## src/rtl/uart_pkg.sv

```systemverilog
`default_nettype none
// ============================================================================
// Module   : uart_pkg
// Purpose  : Shared types for the UART transmit-side blocks.
//            arb_state_t is the sequencing state of uart_tx_arbiter.
// Revision : 1.0 - initial release
// ============================================================================
package uart_pkg;

    // IDLE  : waiting for a request (or re-granting a locked owner)
    // START : one-cycle launch of the frame and acknowledge to the requester
    // WAIT  : frame in flight, waiting for the transmitter's done tick
    typedef enum logic [1:0] {
        IDLE  = 2'd0,
        START = 2'd1,
        WAIT  = 2'd2
    } arb_state_t;

endpackage : uart_pkg
`default_nettype wire

```

## src/rtl/uart_rr_pick.sv

```systemverilog
`default_nettype none
// ============================================================================
// Module   : uart_rr_pick
// Purpose  : Combinational round-robin selector. Searches req starting one
//            position after ptr, wrapping modulo NREQ (NREQ need not be a
//            power of two), and reports the first asserted index.
// Ports    : req   in  NREQ  request vector
//            ptr   in  IW    most recent winner (search starts at ptr+1)
//            valid out 1     at least one request asserted
//            idx   out IW    winning index (0 when valid is low)
// Revision : 1.0 - initial release
// ============================================================================
module uart_rr_pick #(
    parameter int NREQ = 4,
    parameter int IW   = $clog2(NREQ)
) (
    input  logic [NREQ-1:0] req,
    input  logic [IW-1:0]   ptr,
    output logic            valid,
    output logic [IW-1:0]   idx
);

    logic [IW-1:0] w_cand;

    // Offset k=1..NREQ visits every requester exactly once, ptr itself last,
    // so a sole requester that just won can win again. The modulo keeps the
    // wrap correct when NREQ is not a power of two.
    always_comb begin
        valid  = 1'b0;
        idx    = '0;
        w_cand = '0;
        for (int k = 1; k <= NREQ; k++) begin
            w_cand = IW'((int'(ptr) + k) % NREQ);
            if (!valid && req[w_cand]) begin
                valid = 1'b1;
                idx   = w_cand;
            end
        end
    end

endmodule : uart_rr_pick
`default_nettype wire

```

## src/rtl/uart_tx_arbiter.sv

```systemverilog
`default_nettype none
// ============================================================================
// Module   : uart_tx_arbiter
// Purpose  : Shares one UART transmitter between NREQ byte-stream clients.
//            Round-robin arbitration, one byte per frame, ownership locked
//            across multi-byte packets until the byte flagged last is sent.
// Ports    : clk, reset_n (async, active low)
//            req / req_data / req_last   per-client pending byte
//            req_ack                     one-cycle accept pulse per client
//            tx_start / tx_din           frame launch and byte to send
//            tx_done_tick                end-of-frame pulse from transmitter
//            owner                       current or most recent grantee
//            busy                        sequencing or packet lock held
// Revision : 1.0 - initial release
// ============================================================================
module uart_tx_arbiter
    import uart_pkg::*;
#(
    parameter int NREQ = 4,
    parameter int DBIT = 8
) (
    input  logic                     clk,
    input  logic                     reset_n,
    input  logic [NREQ-1:0]          req,
    input  logic [NREQ*DBIT-1:0]     req_data,
    input  logic [NREQ-1:0]          req_last,
    output logic [NREQ-1:0]          req_ack,
    output logic                     tx_start,
    output logic [DBIT-1:0]          tx_din,
    input  logic                     tx_done_tick,
    output logic [$clog2(NREQ)-1:0]  owner,
    output logic                     busy
);

    localparam int c_IDX_W = $clog2(NREQ);

    arb_state_t          r_state;
    logic                r_lock;
    logic                r_last_q;
    logic [c_IDX_W-1:0]  r_owner;
    logic [DBIT-1:0]     r_tx_din;
    logic                r_tx_start;
    logic [NREQ-1:0]     r_req_ack;

    logic                w_pick_valid;
    logic [c_IDX_W-1:0]  w_pick_idx;
    logic                w_hold;
    logic                w_gnt_valid;
    logic [c_IDX_W-1:0]  w_gnt_idx;
    logic [DBIT-1:0]     w_gnt_data;
    logic                w_gnt_last;
    logic [NREQ-1:0]     w_gnt_onehot;

    uart_rr_pick #(
        .NREQ (NREQ),
        .IW   (c_IDX_W)
    ) u_pick (
        .req   (req),
        .ptr   (r_owner),
        .valid (w_pick_valid),
        .idx   (w_pick_idx)
    );

    // A locked owner that still has a byte pending keeps the transmitter.
    // Otherwise the lock is dropped and normal round-robin applies in the
    // same IDLE cycle.
    assign w_hold      = r_lock & req[r_owner];
    assign w_gnt_valid = w_hold | w_pick_valid;
    assign w_gnt_idx   = w_hold ? r_owner : w_pick_idx;

    // Index-compare mux keeps every select in range for non-power-of-two NREQ.
    always_comb begin
        w_gnt_data   = '0;
        w_gnt_last   = 1'b0;
        w_gnt_onehot = '0;
        for (int i = 0; i < NREQ; i++) begin
            if (w_gnt_idx == c_IDX_W'(i)) begin
                w_gnt_data      = req_data[i*DBIT +: DBIT];
                w_gnt_last      = req_last[i];
                w_gnt_onehot[i] = 1'b1;
            end
        end
    end

    always_ff @(posedge clk or negedge reset_n) begin
        if (!reset_n) begin
            r_state    <= IDLE;
            r_lock     <= 1'b0;
            r_last_q   <= 1'b0;
            r_owner    <= c_IDX_W'(NREQ - 1);   // requester 0 wins first
            r_tx_din   <= '0;
            r_tx_start <= 1'b0;
            r_req_ack  <= '0;
        end else begin
            r_tx_start <= 1'b0;
            r_req_ack  <= '0;
            case (r_state)
                IDLE: begin
                    r_lock <= w_hold;
                    if (w_gnt_valid) begin
                        r_tx_din   <= w_gnt_data;
                        r_last_q   <= w_gnt_last;
                        r_owner    <= w_gnt_idx;
                        // Raised here so they are high for exactly the START cycle.
                        r_tx_start <= 1'b1;
                        r_req_ack  <= w_gnt_onehot;
                        r_state    <= START;
                    end
                end
                START: begin
                    r_state <= WAIT;
                end
                WAIT: begin
                    if (tx_done_tick) begin
                        r_lock  <= ~r_last_q;
                        r_state <= IDLE;
                    end
                end
                default: begin
                    r_state <= IDLE;
                end
            endcase
        end
    end

    assign tx_start = r_tx_start;
    assign req_ack  = r_req_ack;
    assign tx_din   = r_tx_din;
    assign owner    = r_owner;
    assign busy     = (r_state != IDLE) | r_lock;

endmodule : uart_tx_arbiter
`default_nettype wire
```

## config.mk

```make
export PLATFORM = sky130hd
export DESIGN_NAME = uart_tx_arbiter
export DESIGN_NICKNAME = d
export VERILOG_FILES = /design/src/rtl/uart_pkg.sv /design/src/rtl/uart_rr_pick.sv /design/src/rtl/uart_tx_arbiter.sv
export SDC_FILE = /design/constraint.sdc
export NUM_CORES = 1
export LEC_CHECK = 0
export CAP_MARGIN = 20
export CORE_ASPECT_RATIO = 0.75
export CORE_UTILIZATION = 39
export CTS_CLUSTER_DIAMETER = 30
export DETAILED_ROUTE_END_ITERATION = 6
export PLACE_DENSITY = 0.83
export SLEW_MARGIN = 10
export SYNTH_ARGS = -nofsm -noshare
export SYNTH_HDL_FRONTEND = slang
export SYNTH_SLANG_ARGS = --single-unit
```

## constraint.sdc

```tcl
create_clock -name clk -period 1.95 [get_ports clk]
set_input_delay 0.195 -clock clk [delete_from_list [all_inputs] [get_ports clk]]
set_output_delay 0.195 -clock clk [all_outputs]
set_load 0.05 [all_outputs]
```

After elaboration in Yosys (flattened, before gate mapping)
Cells that the tools add are included.
{ "totals": {"regBits": 19, "elab_cells": 80, "inputBits": 43} }
{ "classes": {"reduce_logical": 13, "add_sub_neg": 4, "order_cmp": 5, "n_mux": 40, "n_bitwise": 4, "eq_ne": 7} }
{ "ops": {"columns": ["op", "count"], "rows": [
  ["8-bit two-way mux", 4],
  ["1-bit two-way mux", 20],
  ["2-bit by 3-bit less-than comparator with 1-bit output, second input constant", 5],
  ["2-bit two-way mux", 7],
  ["1-bit binary-select mux with 2-bit select", 5],
  ["4-bit two-way mux", 2],
  ["2-bit == test, second input constant", 3],
  ["2-bit case mux with 3 select lines", 1],
  ["2-bit AND reduction", 3],
  ["2-bit by 1-bit adder with 2-bit output, second input constant", 2],
  ["2-bit adder, second input constant", 2],
  ["2-bit by 1-bit == test with 1-bit output, second input constant", 2],
  ["2-bit logical NOT", 2],
  ["2-bit inequality test, second input constant", 2],
  ["2-bit nonzero test", 2],
  ["1-bit logical AND", 3],
  ["1-bit logical NOT", 3],
  ["1-bit OR", 2],
  ["1-bit case mux with 2 select lines", 1],
  ["1-bit AND", 1],
  ["1-bit inverter", 1]
]} }

Logic depth before layout (Yosys ltp)
Gate-level depths: netlist of the first run.
{ "depth": {"depth_word": 19, "ltp_mapped": 10} }

Cells and area by module
Synthesis of the first run repeated with hierarchy kept, for this count alone.
{ "unflattened": {"cells_unflattened": 144, "hier_area_um2": 1271.2} }
{ "modules_own_cells": {"columns": ["mod", "seq_area_each_um2", "cells_each", "area_per_inst_um2", "n_inst"], "rows": [
  ["uart_tx_arbiter", 478.0, 130, 1179.9, 1],
  ["uart_rr_pick", 0.0, 14, 91.3, 1]
]} }

Least setup slack after synthesis of the first run
No wires, ideal clock.
{ "synth_path": {"path_kind": "register -> register", "from": "register r_owner[1] (netlist: owner[1])", "to": "register r_last_q", "path_slack_ps": -425, "path_buffers": 3, "t_arrival_ps": 2241, "path_stages_with_launch": 10, "setup_time_ps": 134, "cell_sequence": "dfstp_2 buf_4 mux2_1 o22ai_4 o211a_1 buf_6 buf_6 a211oi_1 o2111ai_1 o211ai_1"} }
{ "synth_via": {"elab_chain_cells": 19} }
{ "synth_rtl": {"columns": ["item", "line_no", "source"], "rows": [
  ["start: declaration", "uart_tx_arbiter.sv:40", "logic [c_IDX_W-1:0] r_owner;"],
  ["start signal: assignment", "uart_tx_arbiter.sv:90", "r_owner <= c_IDX_W'(NREQ - 1);"],
  ["start signal: assignment", "uart_tx_arbiter.sv:103", "r_owner <= w_gnt_idx;"],
  ["2-bit by 1-bit adder with 2-bit output", "uart_rr_pick.sv:33", "w_cand = IW'((int'(ptr) + k) % NREQ);"],
  ["1-bit binary-select mux with 2-bit select", "uart_rr_pick.sv:34", "if (!valid && req[w_cand]) begin"],
  ["1-bit two-way mux (not written as such)", "uart_rr_pick.sv:34", null],
  ["1-bit two-way mux", "uart_rr_pick.sv:34", null],
  ["1-bit logical NOT", "uart_rr_pick.sv:34", null],
  ["1-bit logical AND", "uart_rr_pick.sv:34", null],
  ["1-bit two-way mux", "uart_rr_pick.sv:34", null],
  ["1-bit logical NOT", "uart_rr_pick.sv:34", null],
  ["1-bit logical AND", "uart_rr_pick.sv:34", null],
  ["1-bit two-way mux", "uart_rr_pick.sv:34", null],
  ["1-bit logical NOT", "uart_rr_pick.sv:34", null],
  ["1-bit logical AND", "uart_rr_pick.sv:34", null],
  ["2-bit two-way mux", "uart_rr_pick.sv:34", null],
  ["2-bit two-way mux", "uart_tx_arbiter.sv:69", "assign w_gnt_idx = w_hold ? r_owner : w_pick_idx;"],
  ["2-bit logical NOT", "uart_tx_arbiter.sv:77", "if (w_gnt_idx == c_IDX_W'(i)) begin"],
  ["1-bit two-way mux (4 in series)", "uart_tx_arbiter.sv:77", null],
  ["end signal: assignment", "uart_tx_arbiter.sv:102", "r_last_q <= w_gnt_last;"],
  ["end: declaration", "uart_tx_arbiter.sv:39", "logic r_last_q;"]
]} }
Several ways; a longest one is shown, not always the timed one. The select of a mux whose other input is x is not followed.
A chain may end at the register's enable or synchronous reset.

Worst setup path after layout of the first run
{ "layout_path": {"from": "register r_owner[0] (netlist: owner[0])", "to": "register r_last_q"} }
The elaborated chain is that of the path after synthesis.

==> reports/qor.txt, run 1 <==
Die width -> 73.74 um
Worst-path maximum fanout -> 10
Critical Path AT -> 2.40 ns
Num CTS Buffers -> 3
Crit path launch type -> flip-flop
Synth area leaders -> dfrtp_1, mux2i_1, o211ai_2, o2111ai_1, o2bb2ai_1
Largest net degree at the start of global routing -> 13
Worst R2R Setup Slack -> -0.29 ns
Worst EP required -> 2.11 ns
Synthesized instance count -> 159
Mean Syn Cell Area -> 9.467 um2
Leak -> 1.089 nW
Hold slack -> 0.2847 ns
Synth cell count leaders -> dfrtp_1, inv_1, nand2_1
RSZ-0062 raised after global routing -> true
Cell family with most CP delay -> compound AO/OA/AOI/OAI gates
Vias per std cell -> 5.422
Psw -> 2.077 mW
EDFF count, synth -> 0
Synth cell types -> 39
Final wirelength -> 4469 um
Worst hold path class -> primary input to asynchronous set/reset pin
Vias in the first global route -> 1478
Buf+Inv Stages, Crit Path -> 1
Drt initial violations -> 106
Status -> complete, but fails checks
Final Hold Fails -> 0
Period utilization -> 114.7%
Sequential power share -> 16.7%
Crit path to -> r_last_q
Synth top area share -> 28.26%
Setup Crit Path Kind -> flip-flop to flip-flop
Sequential-to-total area share from yosys stat -> 31.75%
Peak supply drop -> 0.7554 mV
Power density cells -> 1697 mW/mm2
Worst path depth -> 7
CP max stage delay -> 0.65 ns
Buffers on Ports -> 58
Drt wl/cell -> 15.20 um
Ant diodes -> 0
Critical-path top delay cell -> dfstp_4
R2R depth -> 7
Final setup margin -> -0.2872 ns
Final setup fails -> 17
Non-filler cells in the finished layout -> 294
Dpl cells -> 283
Rows -> 19
Sw Share -> 47.67%
Violated checks -> negative setup slack
Launch point of the worst path -> owner[0]
Period minus WS final -> 2.237 ns
H-tree depth -> 1
Cell mode on critical path -> a21o_1
Clock share of power -> 6.0%
FFs w/ async S/R, synth -> 100.0%
Initial Util -> 40.85%
Top_reg_cell synth -> dfrtp_1
Final ANT Viol Nets -> 0
First-pass GRT wire length -> 7272 um
Total track usage -> 23.08%
Biggest area consumer among synthesized cells -> dfrtp_1
Fillers -> 262
Worst R2R End -> r_last_q
Internal -> 2.280 mW
Cell chain of the critical path -> or3b_4, o22ai_4, o21ai_2, a21o_1, a21o_1, buf_12, o211ai_1
Register bit count reported by yosys -> 19
Nets -> 286
Core ar. -> 0.003685 mm2
Slew @ Worst Pin -> 0.5071 ns
Clk sink count -> 19
Fmax -> 0.4470 GHz
Total negative setup slack -> -4.226 ns
Die H -> 55.80 um
GR Overflow Total -> 0
I/O pins -> 59
Slew Viols, Final -> 0
Slew HR -> 66.08%
Max Cap Viol -> 0
Synthesized Nets -> 202
DRT Pass-1 Iters -> 4
Root Buffer -> clkbuf_8
DIE AREA -> 0.004114 mm2
Clock Skew -> 0.001514 ns
Design Area, Final -> 0.002567 mm2
DR vias -> 1594
Endpoint class of the critical path -> flip-flop
Placed cell areas -> 0.002302 mm2
Antenna violations before repair -> 0
Ys Warns -> 0
Layout cells sized above 1 -> 33.47%
Worst R2R Start -> owner[0]
Hold_buf cts -> 0
CTS tree -> yes
Area delta synth->final -> 70.57%
Mapped Area -> 0.001505 mm2
Combinational group share of total power -> 77.4%
# DRC -> 0
Reg clk slew, reported paths -> 0.06 ns
Most numerous cell in the Yosys netlist -> dfrtp_1
GP Congestion -> 0.8796
Pre-CTS setup slack -> -0.6517 ns
HPWL Detailed -> 3287 um
Clock Latency Late Sink -> 0.25 ns
Max Root-Sink Buffers -> 2
[per-stage QoR]
| step | util [%] | power (mW) |
|---|---|---|
| after floorplan | - | 2.787 |
| final | 69.68 | 4.357 |
| after global placement | 62.48 | 3.545 |
| after global routing | 69.68 | 4.595 |
| after detailed placement | 62.48 | 3.599 |
| after CTS | 68.90 | 4.273 |
[flip-flops by register name, indices dropped and copies added (netlist names)]
| register | flops |
|---|---|
| tx_start | 1 |
| r_last_q | 1 |
| owner | 2 |
| r_state | 2 |
| r_lock | 1 |
| tx_din | 8 |
| req_ack | 4 |
[routing by layer]
| metal | routed length [um] | global-route usage (%) | part of all wire [%] | up-vias |
|---|---|---|---|---|
| met3 | 246 | 2.717 | 5.5 | 10 |
| met5 | 0 | 0 | 0 | - |
| li1 | - | - | - | 766 |
| met1 | 2034 | 33.14 | 46 | 760 |
| met2 | 2091 | 34.99 | 47 | 58 |
| met4 | 96 | 9.341 | 2.1 | 0 |
[cell type report]
type | instances | area, um2 | area share, %
clock buffer | 4 | 45.04 | 1.754
inverter | 16 | 62.56 | 2.437
multi-input combinational | 108 | 973.4 | 37.91
sequential | 19 | 481.7 | 18.76
tap | 52 | 65.06 | 2.534
timing repair buffer | 95 | 939.7 | 36.60
[worst min path at each step]
stage,startpoint,to,slack (ns),cells past startpoint
global route,reset_n,tx_din[2],0.32,1
finish,reset_n,r_state[1],0.28,1
floorplan,reset_n,r_last_q,-0.10,0
detailed placement,tx_din[5],tx_din[5],0.48,2
CTS,reset_n,r_state[1],0.30,1
global placement,tx_din[3],tx_din[3],0.47,2
[power groups by stage]
| stage | combinational (mW) | clock [mW] | sequential, mW |
|---|---|---|---|
| 2_1_floorplan | 1.60 | 0 | 1.18 |
| 5_1_grt | 3.56 | 0.289 | 0.750 |
| 4_1_cts | 3.28 | 0.269 | 0.724 |
| 3_5_place_dp | 2.87 | 0 | 0.729 |
| 6_report | 3.37 | 0.260 | 0.726 |
| 3_3_place_gp | 2.82 | 0 | 0.725 |
[repair_timing]
action                     CTS  global route
pin swaps                    7             0
setup buffers                6             0
setup endpoints to repair   17            17
resized for setup           18             6
cloned                       1             0
[placed cells by master, fill, tap and decap left out, types with 2 or more instances in the layout]
| master | count |
|---|---|
| nand2b_1 | 2 |
| mux2i_1 | 6 |
| o2bb2ai_1 | 9 |
| o211ai_2 | 8 |
| a211oi_1 | 6 |
| buf_4 | 32 |
| buf_12 | 5 |
| nand3_1 | 9 |
| o21ai_2 | 2 |
| inv_1 | 14 |
| mux2i_4 | 3 |
| o21a_1 | 3 |
| nor2_1 | 5 |
| a211oi_2 | 4 |
| a21oi_1 | 2 |
| a21o_1 | 4 |
| o211ai_1 | 2 |
| nand2_1 | 12 |
| o2111ai_2 | 4 |
| dfrtp_1 | 17 |
| o2111ai_1 | 5 |
| clkdlybuf4s50_1 | 56 |
| o21ai_0 | 2 |
| clkbuf_8 | 3 |
[worst reg2reg max path: stages, from the launching register on]
cell,delay (ns)
dfstp_4,0.65
or3b_4,0.40
o22ai_4,0.21
o21ai_2,0.14
a21o_1,0.23
a21o_1,0.22
buf_12,0.15
o211ai_1,0.16
[cell families after synthesis]
| family | synth area share (%) |
|---|---|
| AND/OR/NAND/NOR | 11.80 |
| flip-flops | 31.75 |
| buffers and inverters | 11.72 |
| AO/OA/AOI/OAI | 35.83 |
| multiplexers | 8.895 |
No activity file was read; power rests on OpenSTA's default activity.
==> run 2: changes to the inputs <==
--- a/config.mk
+++ b/config.mk
@@ -6,11 +6,13 @@
 export NUM_CORES = 1
 export LEC_CHECK = 0
 export CAP_MARGIN = 20
-export CORE_ASPECT_RATIO = 0.75
-export CORE_UTILIZATION = 39
+export CELL_PAD_IN_SITES_DETAIL_PLACEMENT = 1
+export CELL_PAD_IN_SITES_GLOBAL_PLACEMENT = 1
+export CORE_ASPECT_RATIO = 0.5
+export CORE_UTILIZATION = 29
 export CTS_CLUSTER_DIAMETER = 30
 export DETAILED_ROUTE_END_ITERATION = 6
-export PLACE_DENSITY = 0.83
+export PLACE_DENSITY = 0.88
 export SLEW_MARGIN = 10
 export SYNTH_ARGS = -nofsm -noshare
 export SYNTH_HDL_FRONTEND = slang
==> run 2 against run 1 <==
The flow still finishes with violations (negative setup slack); critical path type unchanged; worst setup slack worse by 0.28 ns; final area rose by 3.5%; total power up 15%; sequential power up 4.5%; fmax fell by 11%; sequential share of layout area fell by 0.63 points.
==> reports/qor.txt, run 2 (same netlist as run 1, synthesis figures left out) <==
Peak supply drop -> 0.5521 mV (-27%)
HPWL Detailed -> 4332 um (+32%)
Largest register FFs -> 8 (unchanged)
GP Congestion -> 0.8222 (-6.5%)
# DRC -> 0 (unchanged)
Clock Skew -> 0.001885 ns (+0.0003710 ns)
Worst hold path class -> primary input to asynchronous set/reset pin
Worst R2R Start -> owner[0]
Setup Crit Path Kind -> flip-flop to flip-flop
Endpoint class of the critical path -> flip-flop
Worst R2R Setup Slack -> -0.56 ns (-0.28 ns)
Violated checks -> negative setup slack
Most frequent cells in the layout -> clkdlybuf4s50_1, buf_4, dfrtp_1
Ant diodes -> 0 (unchanged)
Vias in the first global route -> 1991 (+35%)
Drt wl/cell -> 25.56 um (+68%)
Clock Latency Late Sink -> 0.27 ns (+0.02 ns)
Period utilization -> 128.9% (+14 points)
Nets -> 289 (+1.0%)
Commonest non-fill, non-tap cell in the layout -> clkdlybuf4s50_1
DR vias -> 1823 (+14%)
GR Overflow Total -> 0 (unchanged)
Worst EP required -> 2.14 ns (+0.03 ns)
Critical Path AT -> 2.70 ns (+0.30 ns)
DIE AREA -> 0.005500 mm2 (+34%)
Power density cells -> 1892 mW/mm2 (+11%)
Hold slack -> 0.2799 ns (-0.004768 ns)
R2R depth -> 8 (+1)
Final setup fails -> 17 (unchanged)
Slew Viols, Final -> 0 (unchanged)
Met1 usage -> 31.40% (-1.7 points)
Max Root-Sink Buffers -> 2 (unchanged)
Worst R2R End -> tx_din[1]
Vias per std cell -> 5.787 (+6.7%)
Drt initial violations -> 113 (+6.6%)
Initial Util -> 30.38% (-10 points)
Hold_buf cts -> 0 (unchanged)
Crit path launch type -> flip-flop
Slew @ Worst Pin -> 0.5686 ns (+0.06143 ns)
Fmax -> 0.3980 GHz (-11%)
Multi-input logic area -> 0.001005 mm2 (+3.2%)
GRT met2 Usage -> 51.44% (+16 points)
Slew HR -> 61.98% (-4.1 points)
Final wirelength -> 8050 um (+80%)
Die H -> 52.95 um (-5.1%)
Largest net degree at the start of global routing -> 20 (+7)
Grt met3 use -> 5.665% (+2.9 points)
Fillers -> 551 (+110%)
Layout cells sized above 1 -> 36.73% (+3.3 points)
Period minus WS final -> 2.513 ns (+0.2756 ns)
Final Hold Fails -> 0 (unchanged)
Overall power -> 5.026 mW (+15%)
Buffers on Ports -> 58 (unchanged)
Pre-CTS setup slack -> -0.5344 ns (+0.1173 ns)
Rows -> 18 (-1)
Status -> complete, but fails checks
Total track usage -> 28.18% (+5.1 points)
Final setup margin -> -0.5628 ns (-0.2756 ns)
Max Cap Viol -> 0 (unchanged)
Antenna violations before repair -> 0 (unchanged)
Clk sink count -> 19 (unchanged)
Area delta synth->final -> 76.48%
GRT busiest layer -> met2
Non-filler cells in the finished layout -> 315 (+7.1%)
Root Buffer -> clkbuf_8
Register Area -> 481.7 um2 (unchanged)
Core ar. -> 0.004955 mm2 (+34%)
I/O pins -> 59 (unchanged)
DRT Pass-1 Iters -> 4 (unchanged)
RSZ-0062 raised after global routing -> true
H-tree depth -> 1 (unchanged)
Dpl cells -> 298 (+5.3%)
Num CTS Buffers -> 3 (unchanged)
CTS tree -> yes
Reg clk slew, reported paths -> 0.08 ns (+0.02 ns)
First-pass GRT wire length -> 11330 um (+56%)
Die width -> 103.9 um (+41%)
Worst-path maximum fanout -> 9 (-1)
Final ANT Viol Nets -> 0 (unchanged)
Leak -> 1.125 nW (+3.3%)
[run 2: cell types whose count changed in the layout (fill, tap and decap cells not counted), moves of 2 or more]
cell / previous run / this run
buf_4: 32 / 26
buf_6: 1 / 11
mux2i_2: 1 / 5
mux2i_4: 3 / 0
nand2_4: 0 / 2
nor2_1: 5 / 3
o2111ai_1: 5 / 3
o2111ai_2: 4 / 6
o21ai_2: 2 / 0
o21ai_4: 0 / 2
[run 2: how the worst max path moves through the flow]
stage,start,to,cells past startpoint
2_1_floorplan,owner[1],tx_din[0],8
3_3_place_gp,req[2],tx_din[5],7
3_5_place_dp,req[0],tx_din[5],7
4_1_cts,owner[0],r_last_q,8
5_1_grt,owner[0],tx_din[1],8
6_report,owner[0],tx_din[1],8
[run 2: stage by stage]
| step | area, um2 | util (%) | setup TNS, ns |
|---|---|---|---|
| 4_1_cts | 2567 | 51.82 | -4.551 |
| 3_5_place_dp | 2302 | 46.46 | -7.139 |
| 6_report | 2656 | 53.61 | -7.142 |
| 5_1_grt | 2656 | 53.61 | -8.025 |
| 2_1_floorplan | 1551 | - | -3.667 |
| 3_3_place_gp | 2302 | 46.46 | -5.780 |
[run 2: critical path, cell delays in order, from the launching register on]
cell	delay (ns)
dfstp_4	0.65
or3b_4	0.39
o22ai_4	0.27
o21ai_4	0.14
buf_4	0.17
buf_6	0.14
a211oi_1	0.38
o2111ai_2	0.19
o211ai_2	0.10
[run 2: layout make-up]
| cell class | instances | area share (%) |
|---|---|---|
| Inverter | 16 | 2.732 |
| Timing Repair inverter | 1 | 0.2355 |
| Sequential cell | 19 | 18.13 |
| Multi-Input combinational cell | 108 | 37.82 |
| Tap cell | 70 | 3.297 |
| Timing Repair Buffer | 97 | 36.08 |
| Clock buffer | 4 | 1.696 |
[run 2: report_power, final]
part           internal [mW]  switching (mW)
Clock                  0.146           0.146
Sequential             0.605           0.154
Combinational           1.66            2.31
Total                   2.41            2.61
[run 2: metal layers]
layer / routed length [um] / vias up
met5: 0 / -
met4: 474 / 0
met3: 365 / 40
met2: 3996 / 85
met1: 3213 / 931
li1: - / 767
[run 2: repair_timing]
item	4_1_cts	5_1_grt
pin swaps	8	9
gates resized for setup	25	22
setup endpoints to repair	17	17
buffers inserted	10	5
cloned	2	0
==> run 3: changes to the inputs <==
--- a/config.mk
+++ b/config.mk
@@ -9,11 +9,12 @@
 export CELL_PAD_IN_SITES_DETAIL_PLACEMENT = 1
 export CELL_PAD_IN_SITES_GLOBAL_PLACEMENT = 1
 export CORE_ASPECT_RATIO = 0.5
-export CORE_UTILIZATION = 29
+export CORE_UTILIZATION = 26
 export CTS_CLUSTER_DIAMETER = 30
 export DETAILED_ROUTE_END_ITERATION = 6
-export PLACE_DENSITY = 0.88
+export PLACE_DENSITY = 0.86
 export SLEW_MARGIN = 10
 export SYNTH_ARGS = -nofsm -noshare
 export SYNTH_HDL_FRONTEND = slang
+export SYNTH_HIERARCHICAL = 1
 export SYNTH_SLANG_ARGS = --single-unit
==> run 3 against run 2 <==
Area after synthesis fell by 16%; die area fell by 5.6%; core utilization rose by 0.32 points; total power decreased by 14%; largest power group unchanged; sequential share of layout area is 1.6 points higher; cell count fell by 2.5%; final area down 7.6%; the run still ends with negative setup slack left; sequential power grew 8.2%; non-clock buffer count up 2.
==> reports/qor.txt, run 3 <==
Vias in the first global route -> 1676 (-16%)
Die width -> 100.9 um (-2.9%)
DR vias -> 1631 (-11%)
Rows -> 17 (-1)
DRT Pass-1 Iters -> 4 (unchanged)
Drt wl/cell -> 19.86 um (-22%)
Vias per std cell -> 5.313 (-8.2%)
Synthesized Nets -> 187 (-7.4%)
Slew HR -> 64.16% (+2.2 points)
Final setup margin -> -0.3109 ns (+0.2519 ns)
Synth cell count leaders -> dfrtp_1, nand3_1, nor2_1
Final setup fails -> 17 (unchanged)
Clk sink count -> 19 (unchanged)
Fillers -> 535 (-2.9%)
# DRC -> 0 (unchanged)
RSZ-0062 raised after global routing -> true
Top_reg_cell synth -> dfrtp_1
Final Hold Fails -> 0 (unchanged)
Internal -> 2.157 mW (-11%)
Synthesized instance count -> 144 (-9.4%)
EDFF count, synth -> 0 (unchanged)
Clock Latency Late Sink -> 0.27 ns (about the same)
Status -> complete, but fails checks
Sequential-to-total area share from yosys stat -> 37.60% (+5.8 points)
Area delta synth->final -> 93.11%
Sequential power share -> 19.0% (+3.9 points)
Max Cap Viol -> 0 (unchanged)
Period minus WS final -> 2.261 ns (-0.2519 ns)
Synth top area share -> 33.46% (+5.2 points)
Worst hold path class -> primary input to asynchronous set/reset pin
Power density cells -> 1762 mW/mm2 (-6.9%)
Multi-input logic area -> 912.1 um2 (-9.2%)
Sw Share -> 50.14% (-1.9 points)
Nets -> 285 (-1.4%)
Initial Util -> 27.93% (-2.5 points)
Leak -> 1.033 nW (-8.2%)
Total track usage -> 21.69% (-6.5 points)
Num CTS Buffers -> 3 (unchanged)
Worst-path maximum fanout -> 8 (-1)
GR Overflow Total -> 0 (unchanged)
Combinational group share of total power -> 74.2% (-4.9 points)
Setup Crit Path Kind -> flip-flop to flip-flop
Worst EP required -> 2.14 ns (about the same)
Hold_buf cts -> 0 (unchanged)
Clock Skew -> 0.002063 ns (+0.0001778 ns)
Ys Warns -> 6 (+6)
Buffers on Ports -> 58 (unchanged)
Slew Viols, Final -> 0 (unchanged)
I/O pins -> 59 (unchanged)
Final wirelength -> 6098 um (-24%)
Core ar. -> 0.004552 mm2 (-8.1%)
HPWL Detailed -> 3860 um (-11%)
Antenna violations before repair -> 0 (unchanged)
Design Area, Final -> 0.002455 mm2 (-7.6%)
Mean Syn Cell Area -> 8.828 um2 (-6.7%)
Slew @ Worst Pin -> 0.5360 ns (-0.03260 ns)
First-pass GRT wire length -> 8362 um (-26%)
Biggest area consumer among synthesized cells -> dfrtp_1
Root Buffer -> clkbuf_8
Register bit count reported by yosys -> 19 (unchanged)
CTS tree -> yes
FFs w/ async S/R, synth -> 100.0% (unchanged)
H-tree depth -> 1 (unchanged)
Ant diodes -> 0 (unchanged)
Psw -> 2.169 mW (-17%)
Cell mode on critical path -> mux2i_4
Crit path launch type -> flip-flop
Max Root-Sink Buffers -> 2 (unchanged)
Overall power -> 4.325 mW (-14%)
Register Area -> 485.5 um2 (+0.78%)
CP max stage delay -> 0.69 ns (+0.04 ns)
Drt initial violations -> 48 (-58%)
Synth cell types -> 38 (-2.6%)
Violated checks -> negative setup slack
Die H -> 51.45 um (-2.8%)
Synth area leaders -> dfrtp_1, nand3_1, dfstp_2, nor2_1, mux2_1
Critical Path AT -> 2.45 ns (-0.25 ns)
Cell chain of the critical path -> buf_4, mux2i_4, o22ai_4, mux2i_4, mux2_1, a21oi_1
Largest net degree at the start of global routing -> 20 (unchanged)
Critical-path top delay cell -> dfstp_4
Mapped Area -> 0.001271 mm2 (-16%)
Layout cells sized above 1 -> 35.68% (-1.1 points)
Final ANT Viol Nets -> 0 (unchanged)
Commonest non-fill, non-tap cell in the layout -> clkdlybuf4s50_1
DIE AREA -> 0.005190 mm2 (-5.6%)
Endpoint class of the critical path -> flip-flop
Most frequent cells in the layout -> clkdlybuf4s50_1, buf_4, dfrtp_1
Fmax -> 0.4423 GHz (+11%)
Placed cell areas -> 0.002211 mm2 (-4.0%)
Period utilization -> 115.9% (-13 points)
Largest register FFs -> 8 (unchanged)
Clock share of power -> 6.8% (+1.0 points)
Reg clk slew, reported paths -> 0.08 ns (about the same)
GP Congestion -> 0.8477 (+3.1%)
Peak supply drop -> 0.7013 mV (+27%)
-- run 3: logic make-up after synthesis --
logic type | Yosys count | synth area share [%]
flops | 19 | 37.60
mux | 11 | 11.51
simple gates | 53 | 19.88
buf+inv | 13 | 4.430
compound gates | 48 | 26.58
-- run 3: power groups by stage --
stage	registers (mW)	clock network (mW)	logic (mW)
floorplan	1.26	0	1.22
global placement	0.792	0	2.62
detailed placement	0.814	0	2.70
CTS	0.802	0.296	2.89
global route	0.843	0.320	3.38
finish	0.821	0.296	3.21
-- run 3: repair_timing --
item                       CTS  global route
buffers inserted             6             3
resized for setup            9            18
gates cloned                 0             0
pin swaps                    6             3
setup endpoints to repair   17            18
-- run 3: per-layer routing --
layer | wire [um] | track usage (%) | up-vias | part of all wire, %
met3 | 246 | 3.967 | 19 | 4.0
met1 | 2752 | 27.71 | 821 | 45
met5 | 0 | 0 | - | 0
met4 | 166 | 8.937 | 0 | 2.7
li1 | - | - | 731 | -
met2 | 2932 | 36.53 | 60 | 48
-- run 3: area by class of cell --
cell class	count	area share [%]
clock buffer	3	1.682
clock inverter	1	0.2039
inverter	7	1.070
multi-input combinational	112	37.16
sequential	19	19.78
tap	66	3.364
timing repair buffer	99	36.75
-- run 3: metrics by stage --
step                      hold WS [ns]  util (%)  cells  setup slack (ns)  setup TNS [ns]
final                           0.2829     53.93    307           -0.3109          -3.398
after global routing            0.2979     53.93    307           -0.4028          -4.740
after CTS                       0.2918     51.24    304           -0.2455          -2.527
after detailed placement        0.5320     48.57    294           -0.3450          -4.144
after global placement          0.5076     48.57    294           -0.2411          -2.816
after floorplan                -0.1006         -    144           -0.1453          -1.156
-- run 3: worst paths after layout --
kind                               from         end  slack [ns]  cells past startpoint
setup / recovery               owner[1]   tx_din[2]       -0.31                      6
hold / removal                  reset_n  req_ack[0]        0.28                      2
setup reg to reg               owner[1]   tx_din[2]       -0.31                      6
hold reg to reg               tx_din[7]   tx_din[7]        0.55                      2
max in group asynchronous       reset_n    owner[1]        1.40                      2
min in group clk           req_data[16]   tx_din[0]        0.52                      3
-- run 3: critical path: cells and delay by family, from the launching register on --
kind                   cells  cell delay, ns
AOI/OAI and AO/OA          2            0.33
buffers and inverters      1            0.15
DFF                        1            0.69
muxes                      3            1.02
